File: src/rtl/brick_game_ctrl.sv
`default_nettype none
// ============================================================================
// Module   : brick_game_ctrl
// Purpose  : Bricks game sequencer: brick map, paddle overlay, ball pacing,
//            brick clearing, score, lives and game state.
// Revision : 1.0 - initial release
// ============================================================================
module brick_game_ctrl #(
    parameter int TICK_DIV   = 25_000_000,
    parameter int LIVES      = 3,
    parameter int BRICK_ROWS = 3
) (
    input  logic         clock,
    input  logic         reset,
    input  logic         start,
    input  logic [3:0]   ball_row,
    input  logic [3:0]   ball_col,
    input  logic [1:0]   ball_dir,
    input  logic [3:0]   paddle_col,
    output logic [191:0] data,
    output logic         step,
    output logic         ball_reset_n,
    output logic [7:0]   score,
    output logic [2:0]   lives,
    output logic [2:0]   state
);
    localparam int                c_nbits    = 16 * BRICK_ROWS;
    localparam logic [25:0]       c_tick_max = 26'(TICK_DIV - 1);
    localparam logic [2:0]        c_lives    = 3'(LIVES);
    localparam logic signed [4:0] c_rows     = 5'(BRICK_ROWS);

    typedef enum logic [2:0] {
        S_IDLE  = 3'd0,
        S_SERVE = 3'd1,
        S_PLAY  = 3'd2,
        S_OVER  = 3'd3,
        S_WIN   = 3'd4
    } state_t;

    state_t             r_state, w_state_nxt;
    logic               r_start_q, r_ball_reset_n;
    logic [c_nbits-1:0] r_bricks;
    logic [25:0]        r_tick;
    logic [7:0]         r_score;
    logic [2:0]         r_lives;
    logic               w_start_edge, w_step, w_all_clear, w_miss, w_load, w_lose_life;
    logic signed [4:0]  w_row, w_col, w_vr, w_hc;
    logic [255:0]       w_map, w_clr;
    logic               w_v, w_h, w_d;
    logic [1:0]         w_hits;
    logic [8:0]         w_score_sum;
    logic [15:0]        w_paddle;

    // Column 15+1 overflows the 5-bit signed range to -16, so it fails the c >= 0 test.
    function automatic logic is_brick(input logic [255:0] map,
                                      input logic signed [4:0] r,
                                      input logic signed [4:0] c);
        if (r < 5'sd0 || r >= c_rows || c < 5'sd0)
            return 1'b0;
        return map[{r[3:0], c[3:0]}];
    endfunction

    assign w_start_edge = start & ~r_start_q;
    assign w_step       = (r_state == S_PLAY) && (r_tick == c_tick_max);
    assign w_all_clear  = (r_bricks == '0);
    assign w_miss       = (ball_row == 4'd11);
    assign w_map        = 256'(r_bricks);

    assign w_row = $signed({1'b0, ball_row});
    assign w_col = $signed({1'b0, ball_col});
    assign w_vr  = ball_dir[1] ? w_row + 5'sd1 : w_row - 5'sd1;
    assign w_hc  = ball_dir[0] ? w_col + 5'sd1 : w_col - 5'sd1;

    assign w_v = is_brick(w_map, w_vr, w_col);
    assign w_h = is_brick(w_map, w_row, w_hc);
    assign w_d = is_brick(w_map, w_vr, w_hc);

    // The diagonal brick only counts when the ball slips between two empty cells.
    always_comb begin
        w_clr = '0;
        if (w_v)
            w_clr[{w_vr[3:0], w_col[3:0]}] = 1'b1;
        if (w_h)
            w_clr[{w_row[3:0], w_hc[3:0]}] = 1'b1;
        if (w_d && !w_v && !w_h)
            w_clr[{w_vr[3:0], w_hc[3:0]}] = 1'b1;
    end

    assign w_hits      = 2'(w_v) + 2'(w_h) + 2'(w_d & ~w_v & ~w_h);
    assign w_score_sum = {1'b0, r_score} + {7'd0, w_hits};

    always_comb begin
        w_paddle = '0;
        for (int c = 0; c < 16; c++)
            w_paddle[c] = (5'(c) >= {1'b0, paddle_col}) && (5'(c) <= {1'b0, paddle_col} + 5'd2);
    end

    assign data = {w_paddle, 176'd0} | 192'(r_bricks);

    always_comb begin
        w_state_nxt = r_state;
        w_load      = 1'b0;
        w_lose_life = 1'b0;
        case (r_state)
            S_IDLE: begin
                if (w_start_edge) begin
                    w_state_nxt = S_SERVE;
                    w_load      = 1'b1;
                end
            end
            S_SERVE: begin
                if (w_start_edge)
                    w_state_nxt = S_PLAY;
            end
            S_PLAY: begin
                if (w_all_clear) begin
                    w_state_nxt = S_WIN;
                end else if (w_miss) begin
                    w_lose_life = 1'b1;
                    w_state_nxt = ((r_lives - 3'd1) == 3'd0) ? S_OVER : S_SERVE;
                end
            end
            S_OVER, S_WIN: begin
                if (w_start_edge)
                    w_state_nxt = S_IDLE;
            end
            default: w_state_nxt = S_IDLE;
        endcase
    end

    always_ff @(posedge clock or negedge reset) begin
        if (!reset)
            r_state <= S_IDLE;
        else
            r_state <= w_state_nxt;
    end

    always_ff @(posedge clock or negedge reset) begin
        if (!reset) begin
            r_start_q      <= 1'b0;
            r_ball_reset_n <= 1'b1;
            r_tick         <= '0;
            r_bricks       <= '1;
            r_score        <= '0;
            r_lives        <= c_lives;
        end else begin
            r_start_q      <= start;
            r_ball_reset_n <= !((w_state_nxt == S_SERVE) && (r_state != S_SERVE));

            if ((r_state == S_PLAY) && (w_state_nxt == S_PLAY))
                r_tick <= w_step ? '0 : r_tick + 26'd1;
            else
                r_tick <= '0;

            if (w_load) begin
                r_bricks <= '1;
                r_score  <= '0;
                r_lives  <= c_lives;
            end else begin
                if (w_step) begin
                    r_bricks <= r_bricks & ~w_clr[c_nbits-1:0];
                    r_score  <= w_score_sum[8] ? 8'd255 : w_score_sum[7:0];
                end
                if (w_lose_life)
                    r_lives <= r_lives - 3'd1;
            end
        end
    end

    assign step         = w_step;
    assign ball_reset_n = r_ball_reset_n;
    assign score        = r_score;
    assign lives        = r_lives;
    assign state        = r_state;

endmodule
`default_nettype wire
File: config.mk
export PLATFORM = sky130hd
export DESIGN_NAME = brick_game_ctrl
export DESIGN_NICKNAME = d
export VERILOG_FILES = /design/src/rtl/brick_game_ctrl.sv
export SDC_FILE = /design/constraint.sdc
export NUM_CORES = 1
export LEC_CHECK = 0
export CORE_MARGIN = 2
export CORE_UTILIZATION = 43
export DETAILED_ROUTE_END_ITERATION = 16
export HOLD_SLACK_MARGIN = 0.02
export PLACE_DENSITY_LB_ADDON = 0.1
export SYNTH_ARGS = -nofsm -noshare
export SYNTH_HDL_FRONTEND = slang
export SYNTH_SLANG_ARGS = --single-unit
File: constraint.sdc
create_clock -name clock -period 4.57 [get_ports clock]
set_input_delay 0.457 -clock clock [delete_from_list [all_inputs] [get_ports clock]]
set_output_delay 0.457 -clock clock [all_outputs]
set_load 0.02 [all_outputs]
After elaboration in Yosys (flattened, before gate mapping)
Cells that the tools add are included.
{"block": "classes", "reduce_logical": 37, "muxes": 47, "bitwise": 11, "eq_ne": 9, "add_sub_neg": 10, "n_lt_le_gt_ge": 43}
{"cell": "48-bit 2-to-1 mux", "n": 5}
{"cell": "192-bit by 48-bit OR with 192-bit output", "n": 1}
{"cell": "48-bit OR", "n": 2}
{"cell": "26-bit 2-to-1 mux", "n": 2}
{"cell": "48-bit bitwise AND", "n": 1}
{"cell": "48-bit logical NOT", "n": 1}
{"cell": "48-bit NOT", "n": 1}
{"cell": "4-bit by 5-bit <= comparator with 1-bit output, first input constant", "n": 8}
{"cell": "4-bit >= comparator, first input constant", "n": 7}
{"cell": "8-bit by 9-bit less-than comparator with 1-bit output, second input constant", "n": 3}
{"cell": "26-bit by 1-bit adder with 26-bit output, second input constant", "n": 1}
{"cell": "26-bit by 25-bit equality test with 1-bit output, second input constant", "n": 1}
{"cell": "1-bit binary-select mux with 8-bit select", "n": 3}
{"cell": "1-bit demux with 8-bit select", "n": 3}
{"cell": "8-bit by 1-bit >= comparator with 1-bit output, second input constant", "n": 3}
{"cell": "8-bit 2-to-1 mux", "n": 3}
{"cell": "1-bit logical AND", "n": 23}
{"cell": "3-bit 2-to-1 mux", "n": 7}
{"cell": "3-bit by 5-bit <= comparator with 1-bit output, first input constant", "n": 4}
{"cell": "1-bit 2-to-1 mux", "n": 20}
{"cell": "3-bit by 4-bit >= comparator with 1-bit output, first input constant", "n": 4}
{"cell": "3-bit case mux with 4 select lines", "n": 1}
{"cell": "4-bit by 1-bit adder with 5-bit output, second input constant", "n": 2}
{"cell": "1-bit by 5-bit <= comparator with 1-bit output, first input constant", "n": 2}
{"cell": "30 further kinds", "n": 49}
{"block": "totals", "ff_bits": 90, "in_bits": 17, "out_inout_bits": 208, "elab_cells": 164}

Logic depth before layout (Yosys ltp)
{"block": "depth", "word_depth": 16, "depth_mapped": 19, "ltp_nobuf": 17}

Worst setup path after synthesis
Ideal clock, no wire load.
{"block": "synth_timing", "path_kind": "input-to-reg", "startpoint": "input port ball_col[1]", "endpoint": "register r_score[2] (netlist: score[2])", "cell_stages": 19, "slack_ns": -0.074, "setup_ns": 0.136, "t_arrival_ns": 4.508, "cell_sequence": "clkbuf_1 > inv_1 > fa_1 > buf_4 > buf_6 > mux2_1 > mux4_2 > nor3_1 > a211o_1 > o311ai_1 > nor2_1 > a21oi_1 > ha_1 > fa_1 > and3_1 > nand2_1 > nor2_1 > nor4bb_1 > nor3_1"}
{"block": "synth_between", "elab_chain_cells": 13, "word_cells_on_any_way": 30, "classes_between": "add/sub (5); order compare (2); mux (16); bitwise (4); reduce/logical (3)"}
{"item": "from (decl)", "line": "17", "text": "input logic [3:0] ball_col,"}
{"item": "branches (longest 8 deep; another with 4-bit by 1-bit subtractor with 5-bit output)"}
{"item": "2-bit adder (*)", "line": "89", "text": "assign w_hits = 2'(w_v) + 2'(w_h) + 2'(w_d & ~w_v & ~w_h);"}
{"item": "8-bit by 2-bit adder with 9-bit output (*)", "line": "90", "text": "assign w_score_sum = {1'b0, r_score} + {7'd0, w_hits};"}
{"item": "8-bit 2-to-1 mux (*)", "line": "162", "text": "r_score <= w_score_sum[8] ? 8'd255 : w_score_sum[7:0];"}
{"item": "8-bit 2-to-1 mux (*)", "line": "160", "text": "if (w_step) begin"}
{"item": "8-bit 2-to-1 mux (*)", "line": "155", "text": "if (w_load) begin"}
{"item": "to (signal assigned)", "line": "162"}
{"item": "to (decl)", "line": "44", "text": "logic [7:0] r_score;"}
Mark *: on every way between the ends. The select of a mux whose other input is x is not followed.
A chain may end at the register's enable or synchronous reset.

Final worst setup path
{"block": "layout_timing", "startpoint": "input port ball_col[0]", "endpoint": "register r_score[2] (netlist: score[2])"}
Same word-level chain as after synthesis.

==> results.ini <==
[run_status]
status = finished clean

[floorplanning]
rows = 49
io_pins = 225
initial_core_util = 0.440
die-height_um = 140
die_width_um = 140
die_area_um2 = 19500
core_area_um2 = 18000

[grt]
grt_max_degree = 58
grt_pass1_wl_mm = 38.2
first_global_vias = 6822
grt_overflow = 0
antenna_found_initial = 0
grt_usage = 0.246

[layout]
post-route-util = 0.519
diodes = 0
drive_gt1_frac = 0.157
layout.nets = 1127
instances_no_fill = 1315
final_common_cell = conb_1
areaGrowthSynthToFinish_pct = 18.0
design_area_um2 = 9360
mostFrequentLayoutCells = conb_1, nor2_1, clkdlybuf4s50_1

[sta]
maxSlewViolCount = 0
maxSlewHeadroom = 0.356
finClkSkew_ps = 10.7
finalWorstSetupSlack_ps = 214
fin_crit_ps = 4360
hold_slack_ps = 123
hold_viol = 0
period_share = 0.953
fmaxAchievable_mhz = 230
worst_pin_slew_ps = 963
setup_violations = 0

[critical_path]
path_cells = clkdlybuf4s50_1, inv_2, fa_1, buf_12, mux2_1, mux4_2, nor3_2, a211o_1, o311ai_1, nor2_1, a21oi_2, ha_1, fa_1, and3_1, nand2_1, nor2_2, nor4bb_1, nor3_1
reg2reg_to = score[2]
worstPathArrival_ps = 4560
cp.depth = 18
crit_path_end = score[2]
cp.buffers_inverters = 3
rrSetupSlack_ps = 910
startpoint_type = primary input
cp_data_required_time_ps = 4780
criticalPathCategory = primary input to flop
max_stage_delay_ps = 580
r2r_cells = 15
cpMaxStageDelayCell = fa_1
cpMostUsedCell = fa_1
r2r-start = r_bricks[39]
crit_start = ball_col[0]
crit_path_end_kind = flop
path_max_fanout = 19
cpLargestDelayFamily = adder cells

[yosys]
synth_cell_types = 71
ys_warn_count = 0
synthAdderAreaFrac = 0.0486
muxShareOfSynthArea = 0.0901
synth-main-ff-cell = dfstp_2
synth_area_um2 = 7930
synthSimpleGateAreaFrac = 0.203
synth_compound_area_frac = 0.172
synth_edf_count = 0
netlist_instances = 955
synth_top_family_by_area = simple AND/OR/NAND/NOR gates
yosys.area_share.xor_xnor = 0.0361
syn_area_per_cell_um2 = 8.30
ys_seq_elements = 90
async_flop_share = 1.00
seq_area_frac_synth = 0.292

[power_and_ir_drop]
p_leak_nw = 3.79
ir_worst_vdd_mv = 0.180
power_density_nw_per_um2 = 252

[place]
io_buffer_count = 96
post-dp-hpwl_mm = 18.6
place_ws_ps = -187
gp_congestion = 0.928
dpl_cell_area_um2 = 9020
dp_cells = 1299

[routing]
dr.pass1.iters = 6
num_vias = 7484
drt_iter0_drc = 749
drc_errors = 0
ant_nets = 0
via_per_inst = 5.69
routedWlPerCell_um = 18.9
drt-total-wl_mm = 24.8

[clock_tree]
h-tree-depth = 3
cts_made_buffers = 9
insertion_delay_ps = 350
clockRootBuffer = clkbuf_16
cts_sinks = 90
clk_pin_slew_ps = 70
tritoncts = built
clock_path_buffers = 2

[hold_path]
hp-class = primary input to asynchronous set/reset pin

[run]
maxCapViolations = 0

==> routing by layer <==
layer | part of all wire | vias to the layer above | GRT usage
met5 | 0 | - | 0
li1 | - | 3441 | -
met1 | 0.44 | 3560 | 0.349
met3 | 0.090 | 44 | 0.0489
met4 | 0.023 | 0 | 0.0695
met2 | 0.45 | 439 | 0.384
==> repair_timing <==
action / in CTS / in global routing
hold buffers: 0 / 0
gates resized for setup: 0 / 5
setup buffers: 0 / 0
setup endpoints to repair: 0 / 7
==> where the power goes <==
group	internal, mW	switching, mW	total [mW]	leakage, nW
combinational	0.236	0.464	0.700	2.58
clock	0.433	0.353	0.786	0.141
sequential	0.833	0.0387	0.872	1.08
==> worst min path at each step <==
stage	start	endpoint	slack (ps)	depth (start not counted)
after floorplan	reset	lives[2]	160	0
after global placement	r_tick[0]	r_tick[0]	480	1
after detailed placement	r_tick[0]	r_tick[0]	520	1
after CTS	reset	r_tick[14]	160	1
after global routing	reset	r_tick[14]	170	1
final	reset	r_tick[20]	120	1
==> Yosys cell counts (5+ instances only) <==
cell | instances | share of area
a21oi_1 | 87 | 0.055
a31oi_1 | 21 | 0.017
and3_1 | 11 | 0.0087
buf_1 | 5 | 0.0024
buf_4 | 131 | 0.12
clkbuf_1 | 35 | 0.017
dfrtp_1 | 39 | 0.12
dfstp_2 | 51 | 0.17
ha_1 | 26 | 0.041
inv_1 | 17 | 0.0080
mux2i_1 | 23 | 0.029
mux4_2 | 19 | 0.054
nand2_1 | 80 | 0.038
nand2b_1 | 9 | 0.0071
nand3_1 | 36 | 0.023
nand4_1 | 11 | 0.0087
nor2_1 | 108 | 0.051
nor2b_1 | 9 | 0.0071
nor3_1 | 24 | 0.015
nor4_1 | 17 | 0.013
o211ai_1 | 6 | 0.0057
o21ai_0 | 25 | 0.016
o21ai_1 | 8 | 0.0050
o22ai_1 | 40 | 0.032
or4_1 | 8 | 0.0076
xnor2_1 | 9 | 0.0099
xor2_1 | 20 | 0.022
==> cells by family (layout without fill, tap and decap cells) <==
| kind of cell | after synthesis | after routing |
|---|---|---|
| and+or+nand+nor | 337 | 337 |
| AOI/OAI and AO/OA | 224 | 224 |
| buffers and inverters | 196 | 200 |
| DFF | 90 | 90 |
| muxes | 47 | 47 |
| xor gates and xnor gates | 31 | 31 |
| adders and majority gates | 29 | 29 |
| other | 1 | 128 |
==> registers in the layout, indices dropped and copies added, names as in the netlist <==
signal,flops
score,8
state,3
ball_reset_n,1
lives,3
r_bricks,48
r_tick,26
r_start_q,1
==> area by class of cell <==
| type | instances | area, um2 |
|---|---|---|
| fill | 1740 | 8670 |
| multi-input combinational | 796 | 4870 |
| clock inverter | 7 | 86.3 |
| inverter | 19 | 71.3 |
| tap | 229 | 287 |
| clock buffer | 9 | 225 |
| timing repair buffer | 165 | 1500 |
| sequential | 90 | 2320 |
==> through the flow <==
step | power [mW] | TNS [ps]
3_5_place_dp | 1.57 | -1170
3_3_place_gp | 1.57 | -541
2_1_floorplan | 1.41 | 0
4_1_cts | 2.36 | 0
5_1_grt | 2.46 | -7.31
6_report | 2.36 | 0
Note: power is estimated with default switching activity, not from simulation.
